### config.mk
export PLATFORM = sky130hd
export DESIGN_NAME = vga_scanout
export DESIGN_NICKNAME = d
export VERILOG_FILES = /design/src/rtl/vga_pkg.sv /design/src/rtl/vga_scanout_sig_delay.sv /design/src/rtl/vga_scanout.sv
export SDC_FILE = /design/constraint.sdc
export NUM_CORES = 1
export LEC_CHECK = 0
export CAP_MARGIN = 20
export CORE_ASPECT_RATIO = 0.75
export CORE_MARGIN = 8
export CORE_UTILIZATION = 45
export DETAILED_ROUTE_END_ITERATION = 10
export PLACE_DENSITY_LB_ADDON = 0.3
export SETUP_SLACK_MARGIN = 0.02
export SLEW_MARGIN = 20
export SYNTH_ARGS = -nofsm -noshare
export SYNTH_HDL_FRONTEND = slang
export SYNTH_SLANG_ARGS = --single-unit
### constraint.sdc
create_clock -name clk -period 2.71 [get_ports clk]
set_input_delay 0.542 -clock clk [delete_from_list [all_inputs] [get_ports clk]]
set_output_delay 0.542 -clock clk [all_outputs]
set_load 0.05 [all_outputs]
### src/rtl/vga_pkg.sv
// Shared timing defaults, helpers and pixel type for the VGA scan-out engine.
package vga_pkg;

    localparam int DEF_H_ACTIVE = 640;
    localparam int DEF_H_FP     = 16;
    localparam int DEF_H_SYNC   = 96;
    localparam int DEF_H_BP     = 48;
    localparam int DEF_V_ACTIVE = 480;
    localparam int DEF_V_FP     = 10;
    localparam int DEF_V_SYNC   = 2;
    localparam int DEF_V_BP     = 33;
    localparam int DEF_COLOR_W  = 8;

    function automatic int h_total(input int active, input int fp, input int sync, input int bp);
        return active + fp + sync + bp;
    endfunction

    function automatic int v_total(input int active, input int fp, input int sync, input int bp);
        return active + fp + sync + bp;
    endfunction

    typedef struct packed {
        logic [DEF_COLOR_W-1:0] r;
        logic [DEF_COLOR_W-1:0] g;
        logic [DEF_COLOR_W-1:0] b;
    } rgb_t;

endpackage

### src/rtl/vga_scanout_sig_delay.sv
// Synchronous-reset shift register; DEPTH=0 degenerates to a plain wire.
module sig_delay #(
    parameter int             W       = 1,
    parameter int             DEPTH   = 1,
    parameter logic [W-1:0]   RST_VAL = '0
) (
    input  logic         clk,
    input  logic         rst,
    input  logic [W-1:0] d,
    output logic [W-1:0] q
);

    generate
        if (DEPTH == 0) begin : g_wire
            logic unused_clk_rst;
            assign unused_clk_rst = clk ^ rst;
            assign q = d;
        end else begin : g_shift
            logic [W-1:0] stage [DEPTH];

            // Shift d through DEPTH stages, all cleared to RST_VAL on reset
            always_ff @(posedge clk) begin
                if (rst) begin
                    for (int i = 0; i < DEPTH; i++) stage[i] <= RST_VAL;
                end else begin
                    stage[0] <= d;
                    for (int i = 1; i < DEPTH; i++) stage[i] <= stage[i-1];
                end
            end

            assign q = stage[DEPTH-1];
        end
    endgenerate

endmodule

### src/rtl/vga_scanout.sv
// Parametrised VGA scan-out: pixel/line counters, incremental framebuffer
// address, and sync/blank delayed to line up with the returned pixel data.
module vga_scanout
    import vga_pkg::*;
#(
    parameter int H_ACTIVE = DEF_H_ACTIVE,
    parameter int H_FP     = DEF_H_FP,
    parameter int H_SYNC   = DEF_H_SYNC,
    parameter int H_BP     = DEF_H_BP,
    parameter int V_ACTIVE = DEF_V_ACTIVE,
    parameter int V_FP     = DEF_V_FP,
    parameter int V_SYNC   = DEF_V_SYNC,
    parameter int V_BP     = DEF_V_BP,
    parameter int SYNC_POL = 0,
    parameter int PIX_DIV  = 1,
    parameter int RD_LAT   = 1,
    parameter int COLOR_W  = DEF_COLOR_W,
    parameter int AW       = 19
) (
    input  logic                   clk,
    input  logic                   rst,
    output logic [9:0]             h_addr,
    output logic [9:0]             v_addr,
    output logic [AW-1:0]          rd_addr,
    output logic                   rd_en,
    input  logic [3*COLOR_W-1:0]   rd_data,
    output logic                   vga_hsync,
    output logic                   vga_vsync,
    output logic                   vga_valid,
    output logic [COLOR_W-1:0]     vga_r,
    output logic [COLOR_W-1:0]     vga_g,
    output logic [COLOR_W-1:0]     vga_b,
    output logic                   pix_ce,
    output logic                   frame_start
);

    localparam int H_TOTAL = h_total(H_ACTIVE, H_FP, H_SYNC, H_BP);
    localparam int V_TOTAL = v_total(V_ACTIVE, V_FP, V_SYNC, V_BP);
    localparam int CW      = (PIX_DIV > 1) ? $clog2(PIX_DIV) : 1;

    localparam logic [CW-1:0] CE_LAST  = CW'(PIX_DIV - 1);
    localparam logic [9:0]    H_LAST   = 10'(H_TOTAL - 1);
    localparam logic [9:0]    V_LAST   = 10'(V_TOTAL - 1);
    localparam logic [9:0]    H_ACT    = 10'(H_ACTIVE);
    localparam logic [9:0]    V_ACT    = 10'(V_ACTIVE);
    localparam logic [9:0]    HS_BEG   = 10'(H_ACTIVE + H_FP);
    localparam logic [9:0]    HS_END   = 10'(H_ACTIVE + H_FP + H_SYNC);
    localparam logic [9:0]    VS_BEG   = 10'(V_ACTIVE + V_FP);
    localparam logic [9:0]    VS_END   = 10'(V_ACTIVE + V_FP + V_SYNC);
    localparam logic [AW-1:0] ADDR_END = AW'(H_ACTIVE * V_ACTIVE - 1);
    localparam logic          SYNC_ON  = (SYNC_POL != 0) ? 1'b1 : 1'b0;
    localparam logic          SYNC_OFF = ~SYNC_ON;

    logic [CW-1:0] ce_cnt;
    logic [9:0]    hc;
    logic [9:0]    vc;
    logic          pix_end;
    logic          h_wrap;
    logic          frame_wrap;
    logic          raw_valid;
    logic          raw_hs;
    logic          raw_vs;
    logic [2:0]    dly;

    assign pix_end    = (ce_cnt == CE_LAST);
    assign h_wrap     = pix_end && (hc == H_LAST);
    assign frame_wrap = h_wrap && (vc == V_LAST);
    assign raw_valid  = (hc < H_ACT) && (vc < V_ACT);
    assign raw_hs     = ((hc >= HS_BEG) && (hc < HS_END)) ? SYNC_ON : SYNC_OFF;
    assign raw_vs     = ((vc >= VS_BEG) && (vc < VS_END)) ? SYNC_ON : SYNC_OFF;

    // Strobes live in the counter domain; masked while reset is held
    assign pix_ce      = (ce_cnt == CW'(0));
    assign frame_start = pix_ce && (hc == 10'd0) && (vc == 10'd0) && !rst;
    assign rd_en       = pix_ce && raw_valid && !rst;
    assign h_addr      = hc;
    assign v_addr      = vc;

    // Prescaler, raster counters and incremental read address; all step at pixel end
    always_ff @(posedge clk) begin
        if (rst) begin
            ce_cnt  <= '0;
            hc      <= 10'd0;
            vc      <= 10'd0;
            rd_addr <= '0;
        end else begin
            ce_cnt <= pix_end ? '0 : ce_cnt + CW'(1);
            if (pix_end) begin
                hc <= h_wrap ? 10'd0 : hc + 10'd1;
                if (h_wrap) begin
                    vc <= (vc == V_LAST) ? 10'd0 : vc + 10'd1;
                end
                // Last active pixel clears the address so it never reaches H_ACTIVE*V_ACTIVE
                if (frame_wrap || (raw_valid && (rd_addr == ADDR_END))) begin
                    rd_addr <= '0;
                end else if (raw_valid) begin
                    rd_addr <= rd_addr + AW'(1);
                end
            end
        end
    end

    sig_delay #(
        .W       (3),
        .DEPTH   (RD_LAT),
        .RST_VAL ({SYNC_OFF, SYNC_OFF, 1'b0})
    ) u_timing_dly (
        .clk (clk),
        .rst (rst),
        .d   ({raw_hs, raw_vs, raw_valid}),
        .q   (dly)
    );

    // Output stage: sync/blank and colour registered together, colour forced to 0 in blanking
    always_ff @(posedge clk) begin
        if (rst) begin
            vga_hsync <= SYNC_OFF;
            vga_vsync <= SYNC_OFF;
            vga_valid <= 1'b0;
            vga_r     <= '0;
            vga_g     <= '0;
            vga_b     <= '0;
        end else begin
            vga_hsync <= dly[2];
            vga_vsync <= dly[1];
            vga_valid <= dly[0];
            {vga_r, vga_g, vga_b} <= dly[0] ? rd_data : '0;
        end
    end

endmodule

== Word level (Yosys, flattened, before mapping) ==
Memories as Yosys holds them, arrays and structs flattened.
Cells that the tools add are included.

* Add/subtract/negate cells: 4
* $lt $le $gt $ge: 6
* Equality and inequality tests: 3
* Mux-type cells: 11
* Bitwise logic cells: 2
* Reduce and logical (&&, ||, !) cells: 21

{| class="wikitable"
|+ Operator list
! kind !! number
|-
| $mux 19 || 2
|-
| $add 10x1->10 const B || 2
|-
| $eq 10x10->1 const B || 2
|-
| $logic_not 10->1 || 2
|-
| $lt 10x10->1 const B || 2
|-
| $lt 10x9->1 const B || 2
|-
| $mux 10 || 2
|-
| $add 19x1->19 const B || 1
|-
| $eq 19x19->1 const B || 1
|-
| $logic_and 1x1->1 || 11
|-
| $ge 10x10->1 const B || 1
|-
| $ge 10x9->1 const B || 1
|-
| $mux 1 || 6
|-
| $reduce_and 2->1 || 2
|-
| $reduce_or 2->1 || 2
|-
| $mux 3 || 1
|-
| $reduce_or 3->1 || 1
|-
| $not 1->1 || 2
|-
| $reduce_bool 2->1 || 1
|-
| $add 1x1->1 const B || 1
|-
| $logic_not 1->1 || 1
|-
| $logic_or 1x1->1 || 1
|}

* Flip-flop bits (word level): 67
* Memory bits (writable): 3
* Input bits: 26
* Output and inout bits: 69
* Memories kept: 1

{| class="wikitable"
|+ Memory list
! name !! words !! width !! read ports !! clocked after Yosys merged registers in !! write ports !! RTL line !! text
|-
| u_timing_dly.g_shift.stage || 1 || 3 || 1 || 0 || 1 || vga_scanout_sig_delay.sv:19 || <nowiki>logic [W-1:0] stage [DEPTH];</nowiki>
|}

== Logic depth before layout (Yosys ltp) ==
Gate-level depths: netlist of run 1.

* Word-level depth: 6
* Depth in mapped cells: 9
* Gate-level depth less buffers: 7

== Hierarchy ==
Synthesis of run 1 repeated with hierarchy kept, for this count alone.

* Cell total of the unflattened synthesis: 316
* Area total of the unflattened synthesis: 2912.8 um2

{| class="wikitable"
|+ Modules (own cells, without submodules)
! module !! instances !! cells each !! area an instance (um2)
|-
| vga_scanout || 1 || 310 || 2834.0
|-
| sig_delay || 1 || 6 || 78.8
|}

== Least setup slack after synthesis of run 1 ==
No wires, ideal clock.

* Path type: register -> output
* Start: register vc[4], in the netlist v_addr[4]
* End: output frame_start
* Arrival: 1.952 ns
* Setup slack: 0.216 ns
* Cell stages (with the launch flop): 5
* Path through: dfxtp_1 > buf_6 > or4_4 > nor3_4 > and4_1

* Longest elaborated chain between the ends: 3

{| class="wikitable"
|+ Ends and longest elaborated chain
! what !! RTL line !! text
|-
| from (decl) || vga_scanout.sv:56 || <nowiki>logic [9:0] vc;</nowiki>
|-
| from (signal assigned) || vga_scanout.sv:91 || <nowiki>vc <= (vc == V_LAST) ? 10'd0 : vc + 10'd1;</nowiki>
|-
| $logic_not 10->1 || vga_scanout.sv:74 || <nowiki>assign frame_start = pix_ce && (hc == 10'd0) && (vc == 10'd0) && !rst;</nowiki>
|-
| $logic_and 1x1->1 (2 in a row) || vga_scanout.sv:74 ||
|-
| to (decl) || vga_scanout.sv:34 || <nowiki>output logic frame_start</nowiki>
|}

No other way between the ends.

== Final worst setup path of run 1 ==
Same ends and word-level chain as after synthesis.

==> qor.yml, run 1 <==
clock_network:
  numCtsBuffers: 9
  post-cts-setup-buffer-count: 0
  path_clk_slew_ps: 80
  cts.path.max_buffers: 2
  cts_sinks: 70
  cts_tree: "built"
  cts_root_buf: "clkbuf_8"
  postCtsHoldBufs: 0
  ctsResizeCount: 0
  clk_latency_ps: 340
  htree_levels: 3
logic_synthesis:
  synth_seq_cells: 70
  synthDistinctLibCells: 42
  yosysSeqAreaShare_pct: 48.7
  synth.cell_area_sq_mm: 0.00288
  postSynthCellCount: 321
  synthesis.nets: 352
  syn_area_per_cell_sq_um: 8.96
  synth_warnings: 0
worst_setup_path:
  end_kind: "primary output"
  critPathRequiredTime_ps: 2170
  worst-path-max-fanout: 9
  worst_ep_arrival_time_ps: 2050
  start_kind: "flop"
  path_class: "reg2out"
pwr:
  swShare_pct: 25.7
  max-vdd-ir-drop_uv: 252
  p_leak_nw: 1.45
  p_int_w: 0.00157
  p_per_area_mw_per_mm2: 512
  pwr-share-clk_pct: 38.6
  pwr-share-comb_pct: 10.9
  switchingPower_w: 0.000542
  p_seq_share_pct: 50.4
floorplanning:
  die_h_microns: 85.2
  rows: 25
  dieArea_sq_mm: 0.00923
  start_util_pct: 46.0
  die_w_microns: 108
  core-area_sq_mm: 0.00626
  ios: 95
drt:
  vias_per_cell: 5.34
  via_count: 2706
  drt-total-wl_mm: 7.73
  remaining_drc_errors: 0
  drt-initial-drc-count: 184
  post_drt_wl_per_cell_microns: 15.3
  ant_nets: 0
  dr.pass1.iters: 4
timing:
  hold_viol_final: 0
  period_share_pct: 95.6
  worst_pin_slew_ps: 863
  whs_ps: 424
  setup-tns-final_ps: 0
  timing.final.max_slew_violations: 0
  finalCriticalPeriod_ps: 2590
  fmax_ghz: 0.386
  rsz0062_at_grt: "false"
  relSlewSlack_pct: 42.5
  setup-violations-final: 0
  fin_skew_ps: 10.2
placement:
  gp_congestion: 0.898
  dpl.hpwl_mm: 5.75
  dp_cells: 492
  portBuffers: 94
layout:
  diodes: 0
  final_common_cell: "clkdlybuf4s50_1"
  finalNetCount: 453
  syn_to_final_growth_pct: 43.1
  most-common-layout-cells: "clkdlybuf4s50_1 (92), dfxtp_1 (70), nand2_1 (33)"
  drive_gt1_share_pct: 6.57
  final_cell_count_no_fill: 507
grt:
  grt_pass1_vias: 2593
  overflow: 0
  grt_max_degree: 26
  grt_util_all_layers_pct: 16.9
  grt_pass1_wl_mm: 12.6
  antenna_found_initial: 0
worst_hold_path:
  hold_class: "reg2reg"
flow_run:
  drv_cap: 0
outcome:
  status: "completed"
-- critical path, cell delays in order, from the launching register on --
cell and delay (ps):
dfxtp_1 400, or4_4 600, nor3_4 260, and4_1 290
buf_12 150
-- cells in the mapped netlist, drive strengths merged --
library cell | number | area (sq um)
conb | 1 | 3.75
and4 | 2 | 17.5
o22ai | 1 | 6.26
clkinv | 1 | 3.75
nor4 | 3 | 25.0
and2 | 25 | 156
inv | 8 | 30.0
nand2b | 2 | 12.5
nand3b | 1 | 7.51
nand3 | 14 | 70.1
or2 | 3 | 18.8
nand4 | 13 | 81.3
nand2 | 33 | 124
nor4b | 1 | 8.76
xor2 | 14 | 123
o2111ai | 4 | 35.0
a32oi | 2 | 17.5
or3 | 4 | 25.0
and3 | 8 | 50.1
a22oi | 1 | 7.51
a21oi | 18 | 93.8
buf | 3 | 27.5
o31ai | 9 | 67.6
nor2 | 30 | 113
nand4b | 1 | 8.76
or4b | 2 | 20.0
ha | 5 | 62.6
nor3 | 12 | 71.3
or4 | 8 | 63.8
o41ai | 1 | 8.76
dfxtp | 70 | 1400
nor2b | 2 | 12.5
clkbuf | 6 | 22.5
xnor2 | 3 | 26.3
o21ai | 9 | 45.0
a21o | 1 | 7.51
-- final cells by class --
cell class                      count  area, sq um
Fill cell                         517         2140
Timing Repair Buffer               99          998
Sequential cell                    70         1400
Multi-Input combinational cell    233         1390
Tap cell                           81          101
Clock buffer                       10          128
Clock inverter                      5         61.3
Inverter                            9         33.8
-- final timing paths --
kind                                                       start           to  slack (ps)  depth (start not counted)
worst max-delay path                                   v_addr[4]  frame_start         120                          4
worst min-delay path            u_timing_dly.g_shift.stage[0][2]    vga_hsync         420                          1
worst max register to register                         h_addr[0]  rd_addr[12]         370                          6
worst min register to register  u_timing_dly.g_shift.stage[0][2]    vga_hsync         420                          1
-- logic make-up after synthesis --
family                     Yosys count  synth area share, %
AOI/OAI and AO/OA                   46                 10.1
buffers and inverters               18                 2.92
and+or+nand+nor                    164                 30.8
xor gates and xnor gates            17                 5.18
DFF                                 70                 48.7
adders and majority gates            5                 2.18
other                                1                0.130
-- registers in the layout, summed over array words and instances (netlist names) --
signal and cells:
ce_cnt 1, h_addr 10, rd_addr 19, u_timing_dly.g_shift.stage 3, v_addr 10, vga_b 8, vga_g 8, vga_hsync 1
vga_r 8, vga_valid 1, vga_vsync 1
-- through the flow --
| stage | utilization [%] | setup slack [ps] | total power [W] | area, sq um |
|---|---|---|---|---|
| 2_1_floorplan | - | 216 | 0.00122 | 2880 |
| 3_3_place_gp | 62.7 | 505 | 0.00132 | 3930 |
| 3_5_place_dp | 62.7 | 425 | 0.00132 | 3930 |
| 4_1_cts | 65.8 | 112 | 0.00214 | 4110 |
| 5_1_grt | 65.8 | 31.0 | 0.00220 | 4110 |
| 6_report | 65.8 | 119 | 0.00211 | 4110 |
-- power groups by stage --
stage	Sequential, W	Combinational [W]	Clock (W)
floorplan	0.00116	0.0000593	0
global placement	0.00109	0.000231	0
detailed placement	0.00109	0.000232	0
CTS	0.00106	0.000233	0.000840
global route	0.00107	0.000245	0.000885
finish	0.00106	0.000231	0.000814
-- layer usage --
layer  vias up  part of all wire, %  track usage (%)
li1       1340                    -                -
met1      1265                   44             20.5
met2        97                   46             26.2
met3         4                  9.8             8.33
met4         0                 0.19             3.97
met5         -                    0                0
Note: power is estimated with default switching activity, not from simulation.
==> run 2, diff against run 1 <==
--- a/config.mk
+++ b/config.mk
@@ -12,7 +12,7 @@
 export DETAILED_ROUTE_END_ITERATION = 10
 export PLACE_DENSITY_LB_ADDON = 0.3
 export SETUP_SLACK_MARGIN = 0.02
-export SLEW_MARGIN = 20
+export SLEW_MARGIN = 30
 export SYNTH_ARGS = -nofsm -noshare
 export SYNTH_HDL_FRONTEND = slang
 export SYNTH_SLANG_ARGS = --single-unit
==> results of run 2 <==
The final DEF is identical to that of run 1; final timing and power are the same.
